[src/rtl/tx_sched_pkg.sv]
// ---------------------------------------------------------------------------
// tx_sched_pkg
// Shared definitions for the egress strict-priority scheduler:
//   - sched_state_e : scheduler FSM state encoding
//   - DEF_*         : default parameter values used by tx_pri_sched
//   - clog2()       : index width for a given number of priority queues
// ---------------------------------------------------------------------------
package tx_sched_pkg;

  typedef enum logic [1:0] {
    ST_IDLE  = 2'd0,
    ST_GRANT = 2'd1,
    ST_XMIT  = 2'd2,
    ST_IFG   = 2'd3
  } sched_state_e;

  localparam int DEF_PRI_NUM        = 8;
  localparam int DEF_IFG_CYCLES     = 12;
  localparam int DEF_TIMEOUT_CYCLES = 65535;
  localparam int DEF_TMO_CNT_WIDTH  = 16;

  // Width needed to hold an index in 0..value-1 (never less than 1 bit).
  function automatic int clog2(input int value);
    int w;
    w = 1;
    while ((32'sd1 <<< w) < value) begin
      w = w + 1;
    end
    return w;
  endfunction

endpackage

[src/rtl/pri_encoder_hi.sv]
// ---------------------------------------------------------------------------
// pri_encoder_hi
// Combinational highest-set-bit encoder.
// Ports:
//   req   [N-1:0]     : request vector
//   idx   [IDX_W-1:0] : index of the highest set bit of req (0 when none)
//   found             : at least one bit of req is set
// ---------------------------------------------------------------------------
module pri_encoder_hi #(
  parameter int N     = 8,
  parameter int IDX_W = 3
) (
  input  logic [N-1:0]     req,
  output logic [IDX_W-1:0] idx,
  output logic             found
);

  // Ascending scan: the last set bit visited is the highest one.
  always_comb begin
    idx   = '0;
    found = 1'b0;
    for (int i = 0; i < N; i++) begin
      idx   = req[i] ? IDX_W'(i) : idx;
      found = found | req[i];
    end
  end

endmodule

[src/rtl/tx_pri_sched.sv]
// ---------------------------------------------------------------------------
// tx_pri_sched
// Egress strict-priority scheduler for one switch port. Samples the per-queue
// empty flags on each info strobe, grants the highest-priority non-empty,
// gate-open queue with a one-cycle one-hot read pulse, then follows the frame
// on the MAC AXI-stream to its last beat, inserts an inter-frame gap and
// aborts a frame that never finishes.
// Ports:
//   i_clk, i_rst                : clock, asynchronous active-high reset
//   i_tx_mac_forward_info[_vld] : per-queue empty flags (1 = empty) + strobe
//   o_fifo_pri_rd_en            : one-hot, one-cycle start pulse for a queue
//   i_mac_port_link, i_sched_en : link status / global enable (gate new grants)
//   i_queue_gate_en             : per-queue gate mask (1 = open)
//   i_mac_axi_data_*            : monitored egress stream handshake
//   o_sched_busy                : high in GRANT, XMIT and IFG
//   o_cur_pri                   : most recently granted queue index
//   o_timeout                   : one-cycle pulse on watchdog abort
// ---------------------------------------------------------------------------
module tx_pri_sched
  import tx_sched_pkg::*;
#(
  parameter int PORT_FIFO_PRI_NUM = DEF_PRI_NUM,
  parameter int IFG_CYCLES        = DEF_IFG_CYCLES,
  parameter int TIMEOUT_CYCLES    = DEF_TIMEOUT_CYCLES,
  parameter int TMO_CNT_WIDTH     = DEF_TMO_CNT_WIDTH,
  parameter int PRI_W             = clog2(PORT_FIFO_PRI_NUM)
) (
  input  logic                         i_clk,
  input  logic                         i_rst,
  input  logic [PORT_FIFO_PRI_NUM-1:0] i_tx_mac_forward_info,
  input  logic                         i_tx_mac_forward_info_vld,
  output logic [PORT_FIFO_PRI_NUM-1:0] o_fifo_pri_rd_en,
  input  logic                         i_mac_port_link,
  input  logic                         i_sched_en,
  input  logic [PORT_FIFO_PRI_NUM-1:0] i_queue_gate_en,
  input  logic                         i_mac_axi_data_valid,
  input  logic                         i_mac_axi_data_ready,
  input  logic                         i_mac_axi_data_last,
  output logic                         o_sched_busy,
  output logic [PRI_W-1:0]             o_cur_pri,
  output logic                         o_timeout
);

  localparam int IFG_CNT_W = clog2(IFG_CYCLES + 1);

  // Terminal counts; IFG_LAST is only consulted when IFG_CYCLES > 0.
  localparam logic [IFG_CNT_W-1:0]         IFG_LAST = IFG_CNT_W'(IFG_CYCLES - 1);
  localparam logic [TMO_CNT_WIDTH-1:0]     TMO_LAST = TMO_CNT_WIDTH'(TIMEOUT_CYCLES - 1);
  localparam logic [PORT_FIFO_PRI_NUM-1:0] ONE_HOT0 = PORT_FIFO_PRI_NUM'(1'b1);

  sched_state_e                 state_r;
  logic [PORT_FIFO_PRI_NUM-1:0] snap_r;
  logic                         snap_vld_r;
  logic [PRI_W-1:0]             sel_r;
  logic [TMO_CNT_WIDTH-1:0]     wdog_r;
  logic [IFG_CNT_W-1:0]         ifg_cnt_r;
  logic [PORT_FIFO_PRI_NUM-1:0] rd_en_r;
  logic                         busy_r;
  logic [PRI_W-1:0]             cur_pri_r;
  logic                         timeout_r;

  logic [PORT_FIFO_PRI_NUM-1:0] elig_s;
  logic [PRI_W-1:0]             hi_idx_s;
  logic                         hi_found_s;
  logic                         last_hs_s;

  assign o_fifo_pri_rd_en = rd_en_r;
  assign o_sched_busy     = busy_r;
  assign o_cur_pri        = cur_pri_r;
  assign o_timeout        = timeout_r;

  assign last_hs_s = i_mac_axi_data_valid & i_mac_axi_data_ready & i_mac_axi_data_last;

  // Eligible queues: non-empty in a fresh snapshot, gate open, port usable.
  always_comb begin
    elig_s = '0;
    if (snap_vld_r && i_sched_en && i_mac_port_link) begin
      elig_s = ~snap_r & i_queue_gate_en;
    end else begin
      elig_s = '0;
    end
  end

  pri_encoder_hi #(
    .N     (PORT_FIFO_PRI_NUM),
    .IDX_W (PRI_W)
  ) u_pri_enc (
    .req   (elig_s),
    .idx   (hi_idx_s),
    .found (hi_found_s)
  );

  // Empty-flag snapshot. A grant consumes it so the same flags can never
  // start a second frame; a strobe landing on the grant cycle re-arms it.
  always_ff @(posedge i_clk or posedge i_rst) begin
    if (i_rst) begin
      snap_r     <= '1;
      snap_vld_r <= 1'b0;
    end else if (i_tx_mac_forward_info_vld) begin
      snap_r     <= i_tx_mac_forward_info;
      snap_vld_r <= 1'b1;
    end else if (state_r == ST_GRANT) begin
      snap_vld_r <= 1'b0;
    end
  end

  // Scheduler FSM with registered outputs, watchdog and inter-frame gap.
  always_ff @(posedge i_clk or posedge i_rst) begin
    if (i_rst) begin
      state_r   <= ST_IDLE;
      sel_r     <= '0;
      wdog_r    <= '0;
      ifg_cnt_r <= '0;
      rd_en_r   <= '0;
      busy_r    <= 1'b0;
      cur_pri_r <= '0;
      timeout_r <= 1'b0;
    end else begin
      rd_en_r   <= '0;
      timeout_r <= 1'b0;
      case (state_r)
        ST_IDLE: begin
          if (hi_found_s) begin
            sel_r   <= hi_idx_s;
            state_r <= ST_GRANT;
            busy_r  <= 1'b1;
          end
        end
        ST_GRANT: begin
          rd_en_r   <= ONE_HOT0 << sel_r;
          cur_pri_r <= sel_r;
          wdog_r    <= '0;
          state_r   <= ST_XMIT;
          busy_r    <= 1'b1;
        end
        ST_XMIT: begin
          // A last handshake wins over a watchdog expiring in the same cycle.
          if (last_hs_s) begin
            ifg_cnt_r <= '0;
            if (IFG_CYCLES == 0) begin
              state_r <= ST_IDLE;
              busy_r  <= 1'b0;
            end else begin
              state_r <= ST_IFG;
            end
          end else if (wdog_r == TMO_LAST) begin
            timeout_r <= 1'b1;
            state_r   <= ST_IDLE;
            busy_r    <= 1'b0;
          end else begin
            wdog_r <= wdog_r + TMO_CNT_WIDTH'(1);
          end
        end
        ST_IFG: begin
          if (ifg_cnt_r == IFG_LAST) begin
            state_r <= ST_IDLE;
            busy_r  <= 1'b0;
          end else begin
            ifg_cnt_r <= ifg_cnt_r + IFG_CNT_W'(1);
          end
        end
        default: begin
          state_r <= ST_IDLE;
          busy_r  <= 1'b0;
        end
      endcase
    end
  end

endmodule
[config.mk]
export PLATFORM = sky130hd
export DESIGN_NAME = tx_pri_sched
export DESIGN_NICKNAME = d
export VERILOG_FILES = /design/src/rtl/tx_sched_pkg.sv /design/src/rtl/pri_encoder_hi.sv /design/src/rtl/tx_pri_sched.sv
export SDC_FILE = /design/constraint.sdc
export NUM_CORES = 1
export LEC_CHECK = 0
export CAP_MARGIN = 30
export CORE_MARGIN = 1.5
export CORE_UTILIZATION = 50
export CTS_CLUSTER_SIZE = 12
export DETAILED_ROUTE_END_ITERATION = 8
export PLACE_DENSITY_LB_ADDON = 0.1
export SLEW_MARGIN = 20
export SYNTH_ARGS = -nofsm -noshare
export SYNTH_HDL_FRONTEND = slang
export SYNTH_SLANG_ARGS = --single-unit
export TNS_END_PERCENT = 50
[constraint.sdc]
create_clock -name i_clk -period 3.1 [get_ports i_clk]
set_input_delay 0.465 -clock i_clk [delete_from_list [all_inputs] [get_ports i_clk]]
set_output_delay 0.465 -clock i_clk [all_outputs]
set_load 0.005 [all_outputs]
## Yosys cells after proc, flatten, opt, wreduce, memory -nomap -nowiden

Index checks and enable logic that the tools add are counted.

- Register bits after elaboration: 47
- ROM bits: 0
- Logic and storage cells: 78
- Memories: 0
- Latch bits: 0
- Bits in writable memories: 0

- Add/subtract/negate cells: 2
- Divide/modulo/power cells: 0
- Bitwise operators: 11
- Reduce and logical (&&, ||, !) cells: 11
- Shift operators: 1
- Multipliers: 0
- Eq/ne operators: 13
- Mux-type cells: 30
- $lt $le $gt $ge: 0

Operators with widths:

| kind | number |
|---|---|
| 16-bit 2-to-1 mux | 2 |
| 16-bit one-hot mux with 2 select lines | 1 |
| 3-bit 2-to-1 mux | 6 |
| 16-bit by 1-bit adder with 16-bit output (second input constant) | 1 |
| 16-bit equality test (second input constant) | 1 |
| 8-bit 2-to-1 mux | 2 |
| 2-bit != test (second input constant) | 7 |
| 1-bit 2-to-1 mux | 10 |
| 3-bit AND reduction | 3 |
| 8-bit AND | 1 |
| 2-bit 2-to-1 mux | 4 |
| 4-bit 2-to-1 mux | 2 |
| 8-bit inverter | 1 |
| 2-bit one-hot mux with 4 select lines | 1 |
| 4-bit one-hot mux with 2 select lines | 1 |
| 1-bit by 3-bit << shifter with 8-bit output (first input constant) | 1 |
| 1-bit OR | 7 |
| 2-bit nonzero test | 3 |
| 4-bit by 1-bit adder with 4-bit output (second input constant) | 1 |
| 2-bit equality test (second input constant) | 2 |
| 4-bit equality test (second input constant) | 1 |
| 1-bit one-hot mux with 4 select lines | 1 |
| 4-bit AND reduction | 1 |
| 3-bit != test (second input constant) | 1 |
| other kinds (5) | 7 |

## Longest topological paths before layout

Gate-level depths: netlist of run 1.

- Word-level depth: 12
- Gate-level depth with buffers: 8
- Depth with buffers taken out: 7

## Modules after synthesis

From an unflattened synthesis of run 1, not the netlist that was laid out.

- Cell total of the unflattened synthesis: 225
- Area, all modules: 2306.0 µm²

By module, submodules not included:

| module | area each (µm²) | cells an instance | times used | seq. area each (µm²) |
|---|---|---|---|---|
| tx_pri_sched | 2248.4 | 213 | 1 | 1186.1 |
| pri_encoder_hi | 57.6 | 12 | 1 | 0.0 |

## Worst setup path before layout of run 1

OpenSTA, ideal clock, no wires.

- Path kind: register -> register
- From: register wdog_r[0]
- To: register wdog_r[2]
- Slack: 1.300 ns
- Data arrival time: 1.720 ns
- Cell stages (with the launch flop): 9
- Cell sequence: dfrtp_1 inv_1 ha_1 nand3_1 nor4_4 buf_4 nor2_1 nand2_1 mux2i_1

- Word-level cells in the longest chain between the ends: 4
- Elaborated cells on any way between the ends: 7

RTL lines:

| item | RTL line | source |
|---|---|---|
| from (decl) | tx_pri_sched.sv:55 | `logic [TMO_CNT_WIDTH-1:0] wdog_r;` |
| from (signal assigned) | tx_pri_sched.sv:151 | `wdog_r <= wdog_r + TMO_CNT_WIDTH'(1);` |
| 16-bit by 1-bit adder with 16-bit output | tx_pri_sched.sv:151 |  |
| 16-bit 2-to-1 mux | tx_pri_sched.sv:146 | `end else if (wdog_r == TMO_LAST) begin` |
| 16-bit 2-to-1 mux | tx_pri_sched.sv:138 | `if (last_hs_s) begin` |
| 16-bit one-hot mux with 2 select lines | tx_pri_sched.sv:121 | `case (state_r)` |

Parallel ways exist; a longest one is shown, timed or not. The select of a mux whose other input is x is not followed.
A chain may end at the register's enable or synchronous reset.

## Final worst setup path of run 1

- From: register wdog_r[0]
- To: register wdog_r[12]

The elaborated chain is that of the path after synthesis.

==> results.toml, run 1 <==
[hold_path]
hp-class = "flip-flop to flip-flop"

[timing]
worst_slew_margin_rel_pct = 42.6
fin_tns_setup_ns = 0
post-route-period-util_pct = 72.1
tightest_slew_ns = 0.855
slew_violations = 0
skew_ns = 0.00408
period_needed_ns = 2.24
hold_violations = 0
rsz0062_at_grt = "false"
fmax_mhz = 447
setup_viol = 0
fin_hold_ws_ns = 0.487

[synth]
syn-instance-count = 223
ys_seq_elements = 47
yosys.area.top_type_share_pct = 42.7
synth_edf_count = 0
ys.flop_type = "dfrtp_1"
avgSynthCellArea_um2 = 10.3
ys_top_cells_by_area = "dfrtp_1 (43%), dfstp_2 (9.2%), nand2_1 (4.6%), mux2_2 (3.4%), xnor2_1 (3.1%)"
synthesis.nets = 250
synth_cell_type_count = 42
yosysSeqAreaShare_pct = 51.9
ys_async_sr_fraction_pct = 100
yosysTopAreaCell = "dfrtp_1"
syn-cell-area_um2 = 2290
synth.most_common_cell = "dfrtp_1"
yosys-top-cells-count = "dfrtp_1 (39), nand2_1 (28), nor2_1 (17), o21ai_0 (13), nand3_1 (10)"
yosysWarnings = 0

[route]
viasPerCell = 5.51
dr.first_iter.drc_count = 93
routed_wl_um = 4240
maxUsedRoutingLayer = "met4"
wl_met2_um = 1970
dr.pass1.iters = 5
vias = 1720
ant_nets = 0
routed-wl-met3_um = 167
wl_per_cell_um = 13.6
drc = 0
met1_length_um = 2050

[grt]
overflow = 0
grt_max_degree = 48
grt_usage_pct = 18.5
grt_pass1_vias = 1686
grt_antenna_before_repair = 0
grt_pass1_wl_um = 7470

[clocking]
cts_buffer_depth = 2
cts_root_buffer = "clkbuf_8"
cts_resized = 0
numCtsBuffers = 5
postCtsHoldBufs = 0
cts_sinks = 47
worstSkewPairLatency_ns = 0.30
cts_tree = "yes"
cts_htree_levels = 2
postCtsSetupBuffers = 0
cts.clk_slew.worst_paths_ns = 0.09

[pwr]
p_int_uw = 1140
p_sw_share_pct = 33.9
power-per-cell-area_nw_per_um2 = 621
peakVddDrop_uv = 415
comb_power_share_pct = 25.3
p_leak_uw = 0.00116
p_seq_share_pct = 52.7
clkPwrFrac_pct = 22.0
p_switching_uw = 582

[worst_setup_path]
rrSetupSlack_ns = 0.86
worst-path-max-fanout = 16
critPathLaunch = "wdog_r[0]$_DFFE_PP0P_"
cp-start-kind = "flip-flop"
crit_path_end = "wdog_r[12]$_DFFE_PP0P_"
endpoint_kind = "flip-flop"
r2r_start = "wdog_r[0]$_DFFE_PP0P_"
worst-endpoint-required_ns = 3.33
arrival_ns = 2.47
critPathKind = "flip-flop to flip-flop"
r2r_end = "wdog_r[12]$_DFFE_PP0P_"
rr_worst_depth = 7

[place]
numPortBuffers = 36
dp_hpwl_um = 2950
place_congestion = 0.828

[finish]
drive_gt1_share_pct = 12.3
area_growth_pct = 21.0
fin_nets = 286
fillCellCount = 378
diodes = 0

[floorplan]
dieWidth_um = 70.6
rows = 24
dieArea_um2 = 4990
core_um2 = 4380
die_h_um = 70.6
io_pins = 37
start_util_pct = 52.2

[run_status]
status = "completed"

[flow_run]
maxCapViolCount = 0
routing by layer:
layer | global-route usage, % | up-vias
li1 | - | 860
met1 | 25.5 | 817
met2 | 30.0 | 36
met3 | 3.28 | 7
met4 | 5.87 | 0
met5 | 0 | -
placed cells by master, fill, tap and decap left out, drive strengths merged, types with 3 or more instances in the layout:
master and n:
dfrtp 39, clkdlybuf4s50 36, nand2 28, nor2 17, o21ai 13, nand3 11
nor3 9, xnor2 8, nor2b 8, dfstp 8, nor4 8, nand2b 7
mux2 7, nand4 6, mux2i 5, inv 5, a21oi 5, clkbuf 5
o31ai 3, a22o 3, ha 3, clkinv 3
worst min-delay path by stage:
stage                                        start                       end  slack, ns  cells past startpoint
final                     o_cur_pri[1]$_DFFE_PP0P_  o_cur_pri[1]$_DFFE_PP0P_       0.49                      2
after global placement    o_cur_pri[1]$_DFFE_PP0P_  o_cur_pri[1]$_DFFE_PP0P_       0.46                      2
after detailed placement  o_cur_pri[0]$_DFFE_PP0P_  o_cur_pri[0]$_DFFE_PP0P_       0.47                      2
after CTS                 o_cur_pri[0]$_DFFE_PP0P_  o_cur_pri[0]$_DFFE_PP0P_       0.50                      2
after global routing      o_cur_pri[1]$_DFFE_PP0P_  o_cur_pri[1]$_DFFE_PP0P_       0.52                      2
after floorplan             snap_vld_r$_DFFE_PP0P_    snap_vld_r$_DFFE_PP0P_       0.45                      1
power by group through the flow:
stage / logic [uW] / registers [uW] / clock network [uW]
floorplan: 327 / 867 / 0
global placement: 432 / 909 / 0
detailed placement: 438 / 915 / 0
CTS: 441 / 903 / 391
global route: 498 / 929 / 412
finish: 434 / 905 / 378
cell families (layout without fill, tap and decap cells):
group / Yosys count / in the layout / synth area share [%]
simple gates: 106 / 106 / 25.4
buf+inv: 14 / 51 / 3.12
mux: 12 / 12 / 5.63
compound gates: 33 / 33 / 9.30
fa+ha+maj: 3 / 3 / 1.64
flops: 47 / 47 / 51.9
xor+xnor: 8 / 8 / 3.06
state kept, by name (all words and copies together) (netlist names):
signal	count
sel_r	3
o_fifo_pri_rd_en	8
o_sched_busy	1
ifg_cnt_r	4
state_r	2
wdog_r	16
o_timeout	1
o_cur_pri	3
snap_r	8
snap_vld_r	1
critical path: stages, from the launching register on:
cell     delay, ns
dfrtp_1       0.47
inv_1         0.09
ha_1          0.14
nand3_1       0.14
nor4_4        0.81
nor3b_1       0.18
nand2_1       0.16
mux2i_1       0.18
layout make-up:
class	instances	area (um2)	area share, %
Clock buffer	5	68.8	2.49
Clock inverter	3	25.0	0.905
Inverter	6	23.8	0.859
Multi-Input combinational cell	162	1030	37.2
Sequential cell	47	1190	42.9
Tap cell	52	65.1	2.35
Timing Repair Buffer	37	368	13.3
through the flow:
step,util (%),power [uW],instances,instance area (um2),setup WS (ns)
after global placement,60.9,1340,304,2670,0.847
after detailed placement,60.9,1350,304,2670,0.794
final,63.1,1720,312,2770,0.865
after global routing,63.1,1840,312,2770,0.665
after CTS,63.1,1730,312,2770,0.871
after floorplan,-,1190,223,2290,1.30
No activity file was read; power rests on OpenSTA's default activity.
==> inputs of run 2 (changes only) <==
==> constraint.sdc (replaced) <==
create_clock -name i_clk -period 2.3 [get_ports i_clk]
set_input_delay 0.345 -clock i_clk [delete_from_list [all_inputs] [get_ports i_clk]]
set_output_delay 0.345 -clock i_clk [all_outputs]
set_load 0.005 [all_outputs]
==> results.toml, run 2 (synthesis gave the netlist of run 1 again) <==
[route]
dr.pass1.iters = 4
drc = 0
routed_wl_um = 4180
met1_length_um = 2100
maxUsedRoutingLayer = "met4"
viasPerCell = 5.45
wl_met2_um = 1910
routed-wl-met3_um = 123
wl_per_cell_um = 13.2
dr.first_iter.drc_count = 114
ant_nets = 0
vias = 1728

[flow_run]
maxCapViolCount = 0

[finish]
layout_common_cells = "dfrtp_1 (39), clkdlybuf4s50_1 (36), nand2_1 (28)"
area_growth_pct = 23.6
regMostFlops = "wdog_r"
diodes = 0
largest_reg_flops = 16
final_util_pct = 64.5
final_common_cell = "dfrtp_1"
drive_gt1_share_pct = 13.2
fin_nets = 291

[pwr]
peakVddDrop_uv = 467
p_seq_share_pct = 49.7
p_leak_uw = 0.00120
power_uw = 2420
p_switching_uw = 756
p_int_uw = 1660
clkPwrFrac_pct = 24.2
comb_power_share_pct = 26.1
p_sw_share_pct = 31.2
power-per-cell-area_nw_per_um2 = 855

[worst_setup_path]
endpoint_kind = "flip-flop"
critPathKind = "flip-flop to flip-flop"
worst-endpoint-required_ns = 2.48
critical-path-slowest-cell = "or4_1"
arrival_ns = 2.10
worst-path-max-fanout = 6
path_cells = "ha_1 > and3_1 > nand3_1 > or4_1 > o211ai_1 > o31ai_1"
cp-start-kind = "flip-flop"
cp_slowest_stage_delay_ns = 0.56
cp_top_family = "simple AND/OR/NAND/NOR gates"
critPathBufInv = 0

[place]
place_congestion = 0.798
dp_hpwl_um = 3040
numPortBuffers = 36

[grt]
grt_antenna_before_repair = 0
grt_pass1_wl_um = 7590
grt_max_degree = 25
grt_pass1_vias = 1666
overflow = 0
grt_usage_pct = 19.0

[clocking]
cts_htree_levels = 2
postCtsHoldBufs = 0
cts_tree = "yes"
cts.clk_slew.worst_paths_ns = 0.08
cts_resized = 0
postCtsSetupBuffers = 0
cts_buffer_depth = 2
worstSkewPairLatency_ns = 0.30
numCtsBuffers = 5
cts_root_buffer = "clkbuf_8"
cts_sinks = 47

[floorplan]
core_um2 = 4380
dieArea_um2 = 4990
die_h_um = 70.6
start_util_pct = 52.2
rows = 24
io_pins = 37
dieWidth_um = 70.6

[timing]
post-route-period-util_pct = 83.7
hold_violations = 0
fin_tns_setup_ns = 0
tightest_slew_ns = 0.573
setup_viol = 0
period_needed_ns = 1.92
rsz0062_at_grt = "false"
skew_ns = 0.00646
slew_violations = 0
fmax_mhz = 519
worst_slew_margin_rel_pct = 61.8

[hold_path]
hp-class = "primary input to asynchronous set/reset pin"

[run_status]
status = "completed"
-- run 2: cell types whose count changed in the layout (fill, tap and decap cells not counted), sizes merged --
cell,before,now
buf,1,6
bufinv,0,1
clkinvlp,1,0
inv,5,6
clkinv,3,0
clkbuf,5,7
-- run 2: power by group through the flow --
| stage | sequential, uW | clock [uW] | combinational (uW) |
|---|---|---|---|
| after floorplan | 1170 | 0 | 441 |
| after global placement | 1210 | 0 | 629 |
| after detailed placement | 1220 | 0 | 642 |
| after CTS | 1200 | 607 | 642 |
| after global routing | 1230 | 633 | 723 |
| final | 1200 | 586 | 632 |
-- run 2: layout make-up --
cell class	instances	area (um2)
clock buffer	7	76.3
clock inverter	1	30.0
fill	373	1560
inverter	6	22.5
multi-input combinational	162	1030
sequential	47	1190
tap	52	65.1
timing repair buffer	42	418
-- run 2: final timing paths --
check                           slack (ns)                       endpoint  depth (start not counted)                startpoint
worst max-delay path                  0.38         wdog_r[14]$_DFFE_PP0P_                          6     wdog_r[0]$_DFFE_PP0P_
worst min-delay path                  0.40  o_fifo_pri_rd_en[3]$_DFF_PP0_                          2                     i_rst
worst max register to register        0.38         wdog_r[14]$_DFFE_PP0P_                          6     wdog_r[0]$_DFFE_PP0P_
worst min register to register        0.49       o_cur_pri[1]$_DFFE_PP0P_                          2  o_cur_pri[1]$_DFFE_PP0P_
max in group asynchronous             1.39         wdog_r[14]$_DFFE_PP0P_                          3                     i_rst
min in group i_clk                    0.49       o_cur_pri[1]$_DFFE_PP0P_                          2  o_cur_pri[1]$_DFFE_PP0P_
-- run 2: metal layers --
layer,vias to the layer above,GRT usage [%]
met5,-,0
met4,0,5.66
met3,5,4.84
met2,27,30.2
met1,828,26.0
li1,868,-
-- run 2: through the flow --
step / instance area [um2] / setup slack (ns) / hold slack, ns / instances
2_1_floorplan: 2290 / 0.500 / 0.449 / 223
3_3_place_gp: 2720 / 0.340 / 0.466 / 309
3_5_place_dp: 2720 / 0.295 / 0.479 / 309
4_1_cts: 2830 / 0.368 / 0.419 / 317
5_1_grt: 2830 / 0.235 / 0.451 / 317
6_report: 2830 / 0.375 / 0.404 / 317
==> inputs of run 3 (changes only) <==
--- a/config.mk
+++ b/config.mk
@@ -7,7 +7,7 @@
 export LEC_CHECK = 0
 export CAP_MARGIN = 30
 export CORE_MARGIN = 1.5
-export CORE_UTILIZATION = 50
+export CORE_UTILIZATION = 48
 export CTS_CLUSTER_SIZE = 12
 export DETAILED_ROUTE_END_ITERATION = 8
 export PLACE_DENSITY_LB_ADDON = 0.1
==> constraint.sdc (replaced) <==
create_clock -name i_clk -period 1.75 [get_ports i_clk]
set_input_delay 0.2625 -clock i_clk [delete_from_list [all_inputs] [get_ports i_clk]]
set_output_delay 0.2625 -clock i_clk [all_outputs]
set_load 0.005 [all_outputs]
==> results.toml, run 3 (synthesis gave the netlist of run 1 again) <==
[pwr]
p_leak_uw = 0.00132
power-per-cell-area_nw_per_um2 = 1060
peakVddDrop_uv = 705
power_uw = 3260

[timing]
fin_hold_ws_ns = 0.305
setup_viol = 1
worst_slew_margin_rel_pct = 72.3
layout_setup_ws_ns = -0.0412
fmax_mhz = 558
fin_tns_setup_ns = -0.0412
tightest_slew_ns = 0.414
rsz0062_at_grt = "true"
skew_ns = 0.00524
hold_violations = 0
slew_violations = 0
post-route-period-util_pct = 102
period_needed_ns = 1.79

[floorplan]
dieArea_um2 = 5190
rows = 24
die_h_um = 72.0
dieWidth_um = 72.0
io_pins = 37
start_util_pct = 51.1
core_um2 = 4470

[finish]
drive_gt1_share_pct = 25.2
area_growth_pct = 34.7
postLayoutCellArea_um2 = 3080
regMostFlops = "wdog_r"
diodes = 0
fillCellCount = 355
ff_latch_area_um2 = 1190
layout_common_cells = "dfrtp_1 (37), clkdlybuf4s50_1 (36), nand2_1 (28), buf_4 (28), nor2_1 (17)"
fin_nets = 316
multi_input_area_um2 = 1090
final_util_pct = 68.8
final_common_cell = "dfrtp_1"
largest_reg_flops = 16

[grt]
grt_usage_pct = 19.3
grt_max_degree = 48
grt_pass1_wl_um = 7850
overflow = 0
grt_pass1_vias = 1783
grt_antenna_before_repair = 0

[place]
dpl_cell_area_um2 = 2870
dp_hpwl_um = 3130
place_congestion = 0.793
numPortBuffers = 36

[worst_setup_path]
r2r_end = "wdog_r[14]$_DFFE_PP0P_"
critPathBufInv = 0
cp_slowest_stage_delay_ns = 0.51
critPathKind = "flip-flop to flip-flop"
cp_num_cells = 6
cp_top_family = "simple AND/OR/NAND/NOR gates"
critical-path-slowest-cell = "or4_4"
r2r_start = "wdog_r[1]$_DFFE_PP0P_"
arrival_ns = 1.97
cp-start-kind = "flip-flop"
worst-endpoint-required_ns = 1.93
rr_worst_depth = 6
endpoint_kind = "flip-flop"
rrSetupSlack_ns = -0.04
path_cells = "ha_2 > and3_4 > nand3_4 > or4_4 > o211ai_1 > o31ai_1"
worst-path-max-fanout = 4

[run_status]
status = "complete, but fails checks"
violations = "setup timing"

[clocking]
cts_sinks = 47
cts_root_buffer = "clkbuf_8"
worstSkewPairLatency_ns = 0.30
cts_tree = "yes"
cts.clk_slew.worst_paths_ns = 0.09
cts_buffer_depth = 2
numCtsBuffers = 5
cts_htree_levels = 2

[flow_run]
maxCapViolCount = 0

[hold_path]
hp-class = "primary input to asynchronous set/reset pin"

[route]
dr.first_iter.drc_count = 107
drc = 0
ant_nets = 0
vias = 1835
routed_wl_um = 4470
dr.pass1.iters = 4
wl_per_cell_um = 13.1
viasPerCell = 5.37
[run 3: cell types whose count changed in the layout (fill, tap and decap cells not counted), sizes merged]
cell      change
buf          +25
bufinv        -1
inv           +1
clkinvlp      +2
clkbuf        -2
[run 3: tightest hold or removal path: stages]
cell and delay [ns]:
clkdlybuf4s50_1 0.41, inv_2 0.07, buf_12 0.24
[run 3: where the power goes]
part | total (uW) | switching, uW | internal [uW]
clock network | 666 | 381 | 286
logic | 1030 | 476 | 559
registers | 1550 | 234 | 1320
[run 3: worst max-delay path by stage]
stage / end / from / slack (ns)
2_1_floorplan: wdog_r[14]$_DFFE_PP0P_ / wdog_r[1]$_DFFE_PP0P_ / 0.009
3_3_place_gp: sel_r[1]$_DFFE_PP0P_ / i_queue_gate_en[2] / -0.1
3_5_place_dp: sel_r[1]$_DFFE_PP0P_ / i_queue_gate_en[2] / -0.14
4_1_cts: wdog_r[14]$_DFFE_PP0P_ / wdog_r[1]$_DFFE_PP0P_ / -0.04
5_1_grt: wdog_r[14]$_DFFE_PP0P_ / wdog_r[1]$_DFFE_PP0P_ / -0.1
6_report: wdog_r[14]$_DFFE_PP0P_ / wdog_r[1]$_DFFE_PP0P_ / -0.04
[run 3: per-layer routing]
layer / global-route usage [%] / up-vias / routed length (um)
met5: 0 / - / 0
met4: 5.66 / 0 / 90
met3: 5.42 / 8 / 192
met2: 31.8 / 40 / 2160
met1: 25.2 / 867 / 2030
li1: - / 920 / -
[run 3: cell type report]
class	instances	share of cell area, %
Multi-Input combinational cell	162	35.4
Timing Repair Buffer	67	20.2
Clock inverter	3	0.772
Inverter	6	0.731
Sequential cell	47	38.6
Tap cell	52	2.11
Clock buffer	5	2.23
[run 3: timing repair]
action                                  4_1_cts  5_1_grt
resized for setup                             5        8
hold buffers                                  0        0
pin swaps                                     4        4
endpoints found under the setup margin        3       13
setup buffers                                 1        7
[run 3: stage by stage]
| stage | worst slack, ns | cells |
|---|---|---|
| after floorplan | 0.00873 | 223 |
| after detailed placement | -0.136 | 326 |
| after CTS | -0.0407 | 335 |
| final | -0.0412 | 342 |
| after global placement | -0.0958 | 326 |
| after global routing | -0.0991 | 342 |
